===== src/rtl/frame_receiver.sv =====
// Serial frame receiver: deserializes a qualified MSB-first bit stream into words
// and reports clean frame completion or abort/gap errors with one-cycle pulses.
//
// state   | meaning
// IDLE    | waiting for the first valid bit of a frame
// RECEIVE | accepting bits; any abort or gap ends the frame as an error
// DONE    | FRAME_LEN bits received cleanly; frameDone high this cycle
// ERROR   | frame aborted or broken by a gap; frameError high this cycle
module frame_receiver #(
    parameter int FRAME_LEN = 96,
    parameter int WORD_W    = 8,
    parameter int CNT_W     = 7
) (
    input  logic              clk,
    input  logic              rst,
    input  logic              rxIn,
    input  logic              rxValid,
    input  logic              rxAbort,
    output logic [WORD_W-1:0] dataOut,
    output logic              dataValid,
    output logic              frameDone,
    output logic              frameError,
    output logic              busy,
    output logic [CNT_W-1:0]  bitCount
);

    localparam int WB_W = $clog2(WORD_W);

    typedef enum logic [1:0] {
        IDLE    = 2'd0,
        RECEIVE = 2'd1,
        DONE    = 2'd2,
        ERROR   = 2'd3
    } state_t;

    state_t state, state_nx;

    // Only WORD_W-1 bits need storing: the last bit of a word goes straight to dataOut.
    logic [WORD_W-2:0] shift_q, shift_nx;
    logic [WB_W-1:0]   wcnt_q, wcnt_nx;
    logic [CNT_W-1:0]  cnt_nx;
    logic [WORD_W-1:0] data_nx;
    logic              valid_nx;

    always_comb begin
        state_nx = state;
        shift_nx = shift_q;
        wcnt_nx  = wcnt_q;
        cnt_nx   = bitCount;
        data_nx  = dataOut;
        valid_nx = 1'b0;

        case (state)
            IDLE: begin
                cnt_nx  = '0;
                wcnt_nx = '0;
                if (rxValid) begin
                    shift_nx = {shift_q[WORD_W-3:0], rxIn};
                    wcnt_nx  = WB_W'(1);
                    cnt_nx   = CNT_W'(1);
                    state_nx = RECEIVE;
                end
            end

            RECEIVE: begin
                if (rxAbort || !rxValid) begin
                    state_nx = ERROR;
                    cnt_nx   = '0;
                    wcnt_nx  = '0;
                end else begin
                    shift_nx = {shift_q[WORD_W-3:0], rxIn};
                    if (wcnt_q == WB_W'(WORD_W - 1)) begin
                        data_nx  = {shift_q, rxIn};
                        valid_nx = 1'b1;
                        wcnt_nx  = '0;
                    end else begin
                        wcnt_nx = wcnt_q + WB_W'(1);
                    end
                    if (bitCount == CNT_W'(FRAME_LEN - 1)) begin
                        state_nx = DONE;
                        cnt_nx   = '0;
                    end else begin
                        cnt_nx = bitCount + CNT_W'(1);
                    end
                end
            end

            DONE, ERROR: begin
                state_nx = IDLE;
                cnt_nx   = '0;
                wcnt_nx  = '0;
            end

            default: begin
                state_nx = IDLE;
                cnt_nx   = '0;
                wcnt_nx  = '0;
            end
        endcase
    end

    // Status pulses are registered from the next state so they align with the state itself.
    always_ff @(posedge clk or negedge rst) begin
        if (!rst) begin
            state      <= IDLE;
            shift_q    <= '0;
            wcnt_q     <= '0;
            bitCount   <= '0;
            dataOut    <= '0;
            dataValid  <= 1'b0;
            frameDone  <= 1'b0;
            frameError <= 1'b0;
            busy       <= 1'b0;
        end else begin
            state      <= state_nx;
            shift_q    <= shift_nx;
            wcnt_q     <= wcnt_nx;
            bitCount   <= cnt_nx;
            dataOut    <= data_nx;
            dataValid  <= valid_nx;
            frameDone  <= (state_nx == DONE);
            frameError <= (state_nx == ERROR);
            busy       <= (state_nx == RECEIVE);
        end
    end

endmodule


===== config.mk =====
export PLATFORM = sky130hd
export DESIGN_NAME = frame_receiver
export DESIGN_NICKNAME = d
export VERILOG_FILES = /design/src/rtl/frame_receiver.sv
export SDC_FILE = /design/constraint.sdc
export NUM_CORES = 1
export LEC_CHECK = 0
export CAP_MARGIN = 20
export CORE_UTILIZATION = 54
export DETAILED_ROUTE_END_ITERATION = 6
export HOLD_SLACK_MARGIN = 0.05
export MAX_ROUTING_LAYER = met4
export PLACE_DENSITY = 0.93
export SYNTH_ARGS = -nofsm -noshare
export SYNTH_HDL_FRONTEND = slang
export SYNTH_SLANG_ARGS = --single-unit

===== constraint.sdc =====
create_clock -name clk -period 3.6 [get_ports clk]
set_clock_uncertainty 0.1 [all_clocks]
set_input_delay 0.72 -clock clk [delete_from_list [all_inputs] [get_ports clk]]
set_output_delay 0.72 -clock clk [all_outputs]
set_load 0.05 [all_outputs]

==> results.yml, run 1 <==
sta:
  slew_headroom_pct: 66.4
  period_share_pct: 67.1
  finalSetupViolCount: 0
  whs_ns: 0.385
  rsz0062_at_grt: "no"
  setup_ws_ns: 1.18
  maxSlewViolCount: 0
  fmax_mhz: 414
  tns_ns: 0
  min_period_ns: 2.42
  tightestPinTransition_ns: 0.502
  finalHoldViolations: 0
layout:
  fin_area_sq_mm: 0.00163
  diodes: 0
  drive_above_1_share_pct: 24.2
  regArea_sq_um: 776
  final_core_util_pct: 72.3
  fillCellCount: 152
  finalNetCount: 127
  multiInputGateArea_sq_um: 527
  area_growth_pct: 24.0
die:
  num_rows: 17
  start_util_pct: 58.3
  die_y_microns: 51.3
  dieWidth_microns: 51.3
  fp.coreArea_sq_mm: 0.00225
  die_area_sq_mm: 0.00263
  io_pins: 24
critical_path:
  crit_slowest_cell: "clkdlybuf4s50_1"
  critPathArrivalTime_ns: 1.60
  cp_max_fo: 5
  cpPeakStageDelay_ns: 0.84
  rr_startpoint: "bitCount[0]"
  critical_path_class: "reg -> out"
  r2r_slack_ns: 2.05
  path_buf_inv: 1
  cp_num_cells: 1
  worst_setup_path_end_kind: "primary output"
  r2r_cells: 4
  r2r-end: "state[0]"
  path_cells: "clkdlybuf4s50_1"
  crit_required_ns: 2.78
  start_kind: "register"
  startpoint: "bitCount[2]"
  critical_path.endpoint: "bitCount[2]"
  critPathTopFamily: "buffers and inverters"
cts:
  cts_sinks: 31
  cts_buffer_depth: 2
  clk_latency_ns: 0.32
  postCtsSetupBuffers: 0
  cts_buffers: 5
  cts-htree-levels: 2
  cts_tree: "built"
  cts-root-buf: "clkbuf_4"
  cts_resized: 0
  path_clk_slew_ns: 0.09
  postCtsHoldBufs: 0
place:
  dpl_worst_slack_ns: 1.32
  portBuffers: 23
  dpl.hpwl_mm: 1.59
  post_dp_cell_area_sq_mm: 0.00158
  gp_congestion: 0.803
job:
  maxCapViolCount: 0
power_and_ir_drop:
  power_switching_share_pct: 31.8
  p_seq_share_pct: 51.7
  p_switching_mw: 0.295
  intPower_mw: 0.633
  pwr-share-comb_pct: 28.4
  leakage_nw: 0.789
  pwr-share-clk_pct: 19.9
  peakVddDrop_mv: 0.424
  power_density_mw_per_mm2: 570
global_route:
  grt_max_degree: 32
  track_usage_pct: 20.3
  antenna_found_initial: 0
  first_global_vias: 765
  grt_pass1_wl_mm: 3.54
  gr-total-overflow: 0
synth:
  synth_area_sq_mm: 0.00131
  yosys_register_bits: 31
  yosysWarnings: 0
  syn_nets: 97
  synth_cells: 89
  syn_avg_cell_area_sq_um: 14.8
  yosysSeqAreaShare_pct: 59.0
  synth.distinct_cells: 27
detailed_routing:
  viasPerCell: 5.34
  routed_wl_mm: 2.16
  drt_iter0_drc: 5
  remaining_drc_errors: 0
  dr.pass1.iters: 4
  drt.antenna.violating_nets: 0
  vias: 791
  wl_per_cell_microns: 14.6
min_path:
  hp-class: "reg -> reg"
outcome:
  status: "completed"
## worst min-delay path by stage
| stage | cells past startpoint | to | start | slack [ns] |
|---|---|---|---|---|
| CTS | 1 | state[0] | state[1] | 0.38 |
| floorplan | 0 | bitCount[0] | rst | 0.32 |
| global placement | 1 | state[0] | state[1] | 0.35 |
| finish | 1 | state[0] | state[1] | 0.39 |
| global route | 1 | state[0] | state[1] | 0.39 |
| detailed placement | 1 | state[0] | state[1] | 0.37 |
## synthesized netlist by cell type
cell	n	area share [%]
a211oi_2	1	0.95
ha_1	3	2.9
nand3_1	2	0.76
or3_1	2	0.95
nand4_2	1	0.95
nor3b_2	1	0.95
buf_4	1	0.57
nand2b_1	3	1.4
a21oi_1	3	1.1
mux2_4	15	17
o21ai_0	1	0.38
or3b_1	2	1.3
dfrtp_1	31	59
xnor2_1	1	0.67
and2_1	3	1.4
nor2b_1	1	0.48
nand2_4	1	0.86
nor2_1	5	1.4
a21o_1	1	0.57
a311oi_1	1	0.67
o31ai_1	2	1.1
and4bb_4	1	1.2
xor2_1	2	1.3
nor3_1	1	0.38
inv_2	1	0.29
nand2_1	2	0.57
or2_2	1	0.48
## registers in the layout, indices dropped and copies added, names as in the netlist
register	cells
dataOut	8
bitCount	7
shift_q	7
wcnt_q	3
state	2
busy	1
dataValid	1
frameDone	1
frameError	1
## through the flow
| step | power, mW | cells |
|---|---|---|
| CTS | 0.931 | 148 |
| detailed placement | 0.749 | 140 |
| global route | 0.974 | 148 |
| global placement | 0.734 | 140 |
| floorplan | 0.673 | 89 |
| finish | 0.928 | 148 |
## layout make-up
| type | count | share of cell area [%] |
|---|---|---|
| clock buffer | 7 | 2.76 |
| multi-input combinational | 56 | 32.3 |
| clock inverter | 1 | 0.307 |
| tap | 28 | 2.15 |
| inverter | 1 | 0.230 |
| timing repair buffer | 24 | 14.6 |
| sequential | 31 | 47.6 |
## metal layers
metal	part of all wire, %	routed length [microns]	GRT usage (%)	up-vias
met2	48	1030	29.6	16
met4	2.7	59	10.8	0
met3	2.9	63	6.25	11
met1	46	1000	25.4	385
met5	0	0	-	-
li1	-	-	-	379
## kinds of logic (layout without fill, tap and decap cells)
group	Yosys count	after routing	synth area share [%]
XOR/XNOR	3	3	2.00
AO/OA/AOI/OAI	9	9	4.86
AND/OR/NAND/NOR	26	26	13.2
buffers and inverters	2	33	0.857
multiplexers	15	15	17.1
flip-flops	31	31	59.0
adder cells (fa/ha/maj)	3	3	2.86
## cells in the final DEF, fill, tap and decap left out, types with 2 or more instances in the layout
| master | netlist | final |
|---|---|---|
| nand2b_1 | 3 | 3 |
| nand3_1 | 2 | 2 |
| o31ai_1 | 2 | 2 |
| clkbuf_1 | 0 | 2 |
| clkbuf_4 | 0 | 5 |
| clkdlybuf4s50_1 | 0 | 23 |
| ha_1 | 3 | 3 |
| nand2_1 | 2 | 2 |
| nor2_1 | 5 | 5 |
| mux2_4 | 15 | 15 |
| or3_1 | 2 | 2 |
| and2_1 | 3 | 3 |
| dfrtp_1 | 31 | 31 |
| or3b_1 | 2 | 2 |
| xor2_1 | 2 | 2 |
| a21oi_1 | 3 | 3 |
## power groups by stage
stage | registers (mW) | logic [mW] | clock network (mW)
floorplan | 0.525 | 0.148 | 0
global placement | 0.478 | 0.256 | 0
detailed placement | 0.486 | 0.263 | 0
CTS | 0.480 | 0.264 | 0.187
global route | 0.489 | 0.280 | 0.205
finish | 0.480 | 0.264 | 0.184
(Power assumes the default switching activity.)
==> inputs of run 2 (changes only) <==
Settings changed: CORE_UTILIZATION 54 to 45, PLACE_DENSITY 0.93 to 0.84.
Clock period 3.6 ns to 2 ns, I/O delays scaled along.
==> run 2 against run 1 <==
  * Final cell count rose by 2.0%
  * Critical path depth is the same
  * Core utilization is 13 points lower
  * Die area is 19% higher
  * Non-clock buffer count increased by 1
  * Critical path type unchanged
  * Highest routed layer unchanged
  * Design area is 0.15% lower
  * First-iteration DRC count grew 20%
  * Global-route usage fell by 3.9 points
  * Critical endpoint is now dataValid
  * Hold slack got worse by 0.025 ns
  * Largest power group unchanged
  * Routed wire length shrank 0.60%
  * Total power increased by 82%
  * Count of clock-buffer cells in the layout fell by 1
==> results.yml, run 2 (synthesis results as in run 1) <==
outcome:
  status: "completed"
sta:
  whs_ns: 0.360
  finalSetupViolCount: 0
  rsz0062_at_grt: "no"
  fmax_mhz: 518
  min_period_ns: 1.93
  maxSlewViolCount: 0
  tightestPinTransition_ns: 0.500
  period_share_pct: 96.4
  finalHoldViolations: 0
  tns_ns: 0
  slew_headroom_pct: 66.6
place:
  portBuffers: 23
  gp_congestion: 0.804
  dpl.hpwl_mm: 1.53
  dpl.cell_count: 144
detailed_routing:
  drt.antenna.violating_nets: 0
  dr.pass1.iters: 4
  vias: 766
  drt_iter0_drc: 6
  routed_wl_mm: 2.15
  wl_per_cell_microns: 14.2
  remaining_drc_errors: 0
  viasPerCell: 5.07
layout:
  diodes: 0
  fin_cells: 151
  mostFrequentLayoutCell: "dfrtp_1"
  fillCellCount: 229
  final_cell_mix: "dfrtp_1 (31), mux2_4 (15), buf_4 (11), clkdlybuf4s50_1 (7)"
  area_growth_pct: 23.8
  largest_reg_flops: 8
  reg_top3: "dataOut x8, bitCount x7, shift_q x7"
  drive_above_1_share_pct: 33.3
  finalNetCount: 128
  multiInputGateArea_sq_um: 527
  regMostFlops: "dataOut"
  regArea_sq_um: 776
critical_path:
  critical_path_class: "reg -> out"
  critPathTopFamily: "buffers and inverters"
  r2r-end: "state[0]"
  cp_max_fo: 1
  start_kind: "register"
  r2r_slack_ns: 0.45
  path_cells: "clkdlybuf4s50_1"
  crit_required_ns: 1.50
  cpPeakStageDelay_ns: 0.79
  worst_setup_path_end_kind: "primary output"
  critPathArrivalTime_ns: 1.43
  crit_slowest_cell: "clkdlybuf4s50_1"
  path_buf_inv: 1
  rr_startpoint: "bitCount[0]"
  r2r_cells: 4
cts:
  postCtsSetupBuffers: 0
  clk_latency_ns: 0.32
  cts_buffers: 5
  path_clk_slew_ns: 0.09
  cts-htree-levels: 2
  cts-root-buf: "clkbuf_4"
  cts_sinks: 31
  postCtsHoldBufs: 0
  cts_buffer_depth: 2
  cts_tree: "built"
global_route:
  antenna_found_initial: 0
  grt_pass1_wl_mm: 3.77
  first_global_vias: 818
  grt_max_degree: 32
  track_usage_pct: 16.4
  gr-total-overflow: 0
power_and_ir_drop:
  power_density_mw_per_mm2: 1040
  leakage_nw: 0.887
  peakVddDrop_mv: 0.980
  total_power_mw: 1.69
die:
  dieWidth_microns: 56.0
  io_pins: 24
  die_area_sq_mm: 0.00314
  start_util_pct: 47.6
  die_y_microns: 56.0
  num_rows: 19
  fp.coreArea_sq_mm: 0.00276
min_path:
  hp-class: "in -> async"
job:
  maxCapViolCount: 0
==> run 2: cell types whose count changed in the layout (fill, tap and decap cells not counted) <==
| cell | before | now |
|---|---|---|
| clkdlybuf4s50_1 | 23 | 7 |
| dlymetal6s2s_1 | 0 | 3 |
| buf_4 | 1 | 11 |
| dlygate4sd2_1 | 0 | 4 |
| clkbuf_1 | 2 | 0 |
| clkbuf_8 | 0 | 1 |
==> run 2: how the worst max path moves through the flow <==
stage | from | to | slack (ns) | depth (start not counted)
floorplan | bitCount[0] | state[1] | 0.24 | 4
global placement | rxValid | shift_q[1] | 0.07 | 4
detailed placement | rxValid | shift_q[6] | 0.03 | 4
CTS | dataOut[6] | dataOut[6] | 0.002 | 1
global route | frameDone | frameDone | 0.02 | 1
finish | dataValid | dataValid | 0.07 | 1
==> run 2: layer usage <==
metal	global-route usage, %	up-vias	share of wire (%)
met5	-	-	0
met4	6.27	0	1.0
met3	4.88	4	3.2
met2	25.0	14	49
met1	20.8	375	47
li1	-	373	-
==> run 2: repair_timing <==
item | in CTS | in global routing
pin swaps | 0 | 0
hold endpoints to repair | 0 | 0
resized for setup | 4 | 3
gates cloned | 0 | 0
endpoints found under the setup margin | 4 | 3
==> run 2: final cells by class <==
cell class	instances	share of cell area, %
tap	31	2.38
sequential	31	47.7
clock inverter	1	0.308
clock buffer	6	3.15
timing repair buffer	25	13.8
inverter	1	0.231
multi-input combinational	56	32.4
==> run 2: metrics by stage <==
| stage | cell area, sq um | utilization (%) | setup WS, ns |
|---|---|---|---|
| after floorplan | 1310 | - | 0.244 |
| after global placement | 1570 | 56.9 | 0.0710 |
| after detailed placement | 1570 | 56.9 | 0.0299 |
| after CTS | 1620 | 58.7 | 0.00167 |
| after global routing | 1630 | 59.0 | 0.0209 |
| final | 1630 | 59.0 | 0.0712 |
==> run 2: where the power goes <==
part	internal [mW]	switching (mW)
registers	0.756	0.104
logic	0.242	0.231
clock network	0.163	0.196
==> inputs of run 3 (changes only) <==
Settings changed: HOLD_SLACK_MARGIN 0.05 to 0.08, PLACE_DENSITY 0.84 to 0.71.
==> run 3 against run 2 <==
  * Fmax decreased by 1.0%
  * Hold slack got worse by 0.011 ns
  * Design area increased by 1.8%
  * Combinational power decreased by 3%
  * Sequential cell count unchanged
  * Core utilization increased by 1.1 points
  * Critical path depth unchanged
  * Setup slack got worse by 0.019 ns
  * Non-clock buffer count unchanged
  * Clock power increased by 40%
  * Largest power group unchanged
==> results.yml, run 3 (synthesis results as in run 1) <==
detailed_routing:
  drt.antenna.violating_nets: 0
  dr.pass1.iters: 2
  viasPerCell: 5.09
  remaining_drc_errors: 0
  vias: 773
  drt_iter0_drc: 18
  routed_wl_mm: 2.01
  wl_per_cell_microns: 13.2
power_and_ir_drop:
  p_seq_share_pct: 47.3
  pwr-share-clk_pct: 27.6
  intPower_mw: 1.29
  power_switching_share_pct: 29.0
  pwr-share-comb_pct: 25.1
  p_switching_mw: 0.528
  leakage_nw: 0.901
  peakVddDrop_mv: 1.14
  power_density_mw_per_mm2: 1100
layout:
  area_growth_pct: 26.1
  diodes: 0
  final_core_util_pct: 60.1
  finalNetCount: 128
  final_cell_mix: "dfrtp_1 (31), mux2_4 (15), buf_4 (11), clkdlybuf4s50_1 (7)"
  fin_cells: 152
  reg_top3: "dataOut x8, bitCount x7, shift_q x7"
  regArea_sq_um: 776
  mostFrequentLayoutCell: "dfrtp_1"
  regMostFlops: "dataOut"
  multiInputGateArea_sq_um: 527
  fillCellCount: 230
  drive_above_1_share_pct: 33.9
  largest_reg_flops: 8
critical_path:
  cp_max_fo: 1
  crit_slowest_cell: "clkdlybuf4s50_1"
  path_cells: "clkdlybuf4s50_1"
  cpPeakStageDelay_ns: 0.79
  crit_required_ns: 1.50
  critPathArrivalTime_ns: 1.45
  critPathTopFamily: "buffers and inverters"
  path_buf_inv: 1
  critical_path_class: "reg -> out"
  start_kind: "register"
  worst_setup_path_end_kind: "primary output"
sta:
  tightestPinTransition_ns: 0.500
  tns_ns: 0
  finalHoldViolations: 0
  period_share_pct: 97.4
  fmax_mhz: 513
  slew_headroom_pct: 66.6
  finalSetupViolCount: 0
  maxSlewViolCount: 0
  rsz0062_at_grt: "no"
  setup_ws_ns: 0.0518
  min_period_ns: 1.95
die:
  dieWidth_microns: 56.0
  die_area_sq_mm: 0.00314
  io_pins: 24
  fp.coreArea_sq_mm: 0.00276
  die_y_microns: 56.0
  num_rows: 19
  start_util_pct: 47.6
global_route:
  first_global_vias: 782
  grt_pass1_wl_mm: 3.61
  track_usage_pct: 15.8
  antenna_found_initial: 0
  grt_max_degree: 32
  gr-total-overflow: 0
cts:
  path_clk_slew_ns: 0.09
  clk_latency_ns: 0.33
  cts_buffer_depth: 2
  cts_sinks: 31
  postCtsHoldBufs: 0
  postCtsSetupBuffers: 0
  cts-root-buf: "clkbuf_4"
  cts_buffers: 5
  cts-htree-levels: 2
  cts_tree: "built"
place:
  dpl.hpwl_mm: 1.41
  gp_congestion: 0.703
  dpl_worst_slack_ns: 0.0149
  dpl.cell_count: 144
  portBuffers: 23
min_path:
  hp-class: "in -> async"
job:
  maxCapViolCount: 0
outcome:
  status: "completed"
[run 3: path summary, 6_finish.rpt]
| path | from | to | slack, ns | cells past startpoint |
|---|---|---|---|---|
| setup / recovery | dataValid | dataValid | 0.05 | 1 |
| setup reg to reg | bitCount[0] | state[1] | 0.48 | 4 |
| hold / removal | rst | frameDone | 0.35 | 2 |
| hold reg to reg | state[1] | state[0] | 0.37 | 1 |
| max in group asynchronous | rst | dataValid | 1.17 | 2 |
| min in group clk | state[1] | state[0] | 0.37 | 1 |
[run 3: through the flow]
stage | area, sq um | power, mW | hold slack (ns)
floorplan | 1310 | 1.21 | 0.00441
global placement | 1570 | 1.32 | 0.358
detailed placement | 1570 | 1.34 | 0.355
CTS | 1650 | 1.85 | 0.348
global route | 1660 | 1.92 | 0.367
finish | 1660 | 1.82 | 0.349
[run 3: timing repair]
action | CTS | global route
gates resized for setup | 4 | 3
endpoints found under the hold margin | 0 | 0
endpoints found under the setup margin | 4 | 3
pin swaps | 0 | 0
[run 3: layer usage]
| metal | GRT usage (%) | up-vias | share of wire, % |
|---|---|---|---|
| met5 | - | - | 0 |
| met4 | 6.27 | 0 | 0.85 |
| met3 | 7.21 | 2 | 5.1 |
| met2 | 21.9 | 18 | 46 |
| met1 | 20.1 | 374 | 48 |
| li1 | - | 379 | - |
[run 3: power by group through the flow]
stage	sequential, mW	clock, mW	combinational [mW]
6_report	0.862	0.502	0.457
5_1_grt	0.886	0.542	0.491
4_1_cts	0.864	0.520	0.463
3_5_place_dp	0.877	0	0.460
3_3_place_gp	0.869	0	0.456
2_1_floorplan	0.944	0	0.267
[run 3: final cells by class]
class / instances / share of cell area (%)
Multi-Input combinational cell: 56 / 31.8
Tap cell: 31 / 2.34
Sequential cell: 31 / 46.8
Inverter: 1 / 0.227
Timing Repair Buffer: 25 / 13.6
Clock inverter: 2 / 2.11
Clock buffer: 6 / 3.10
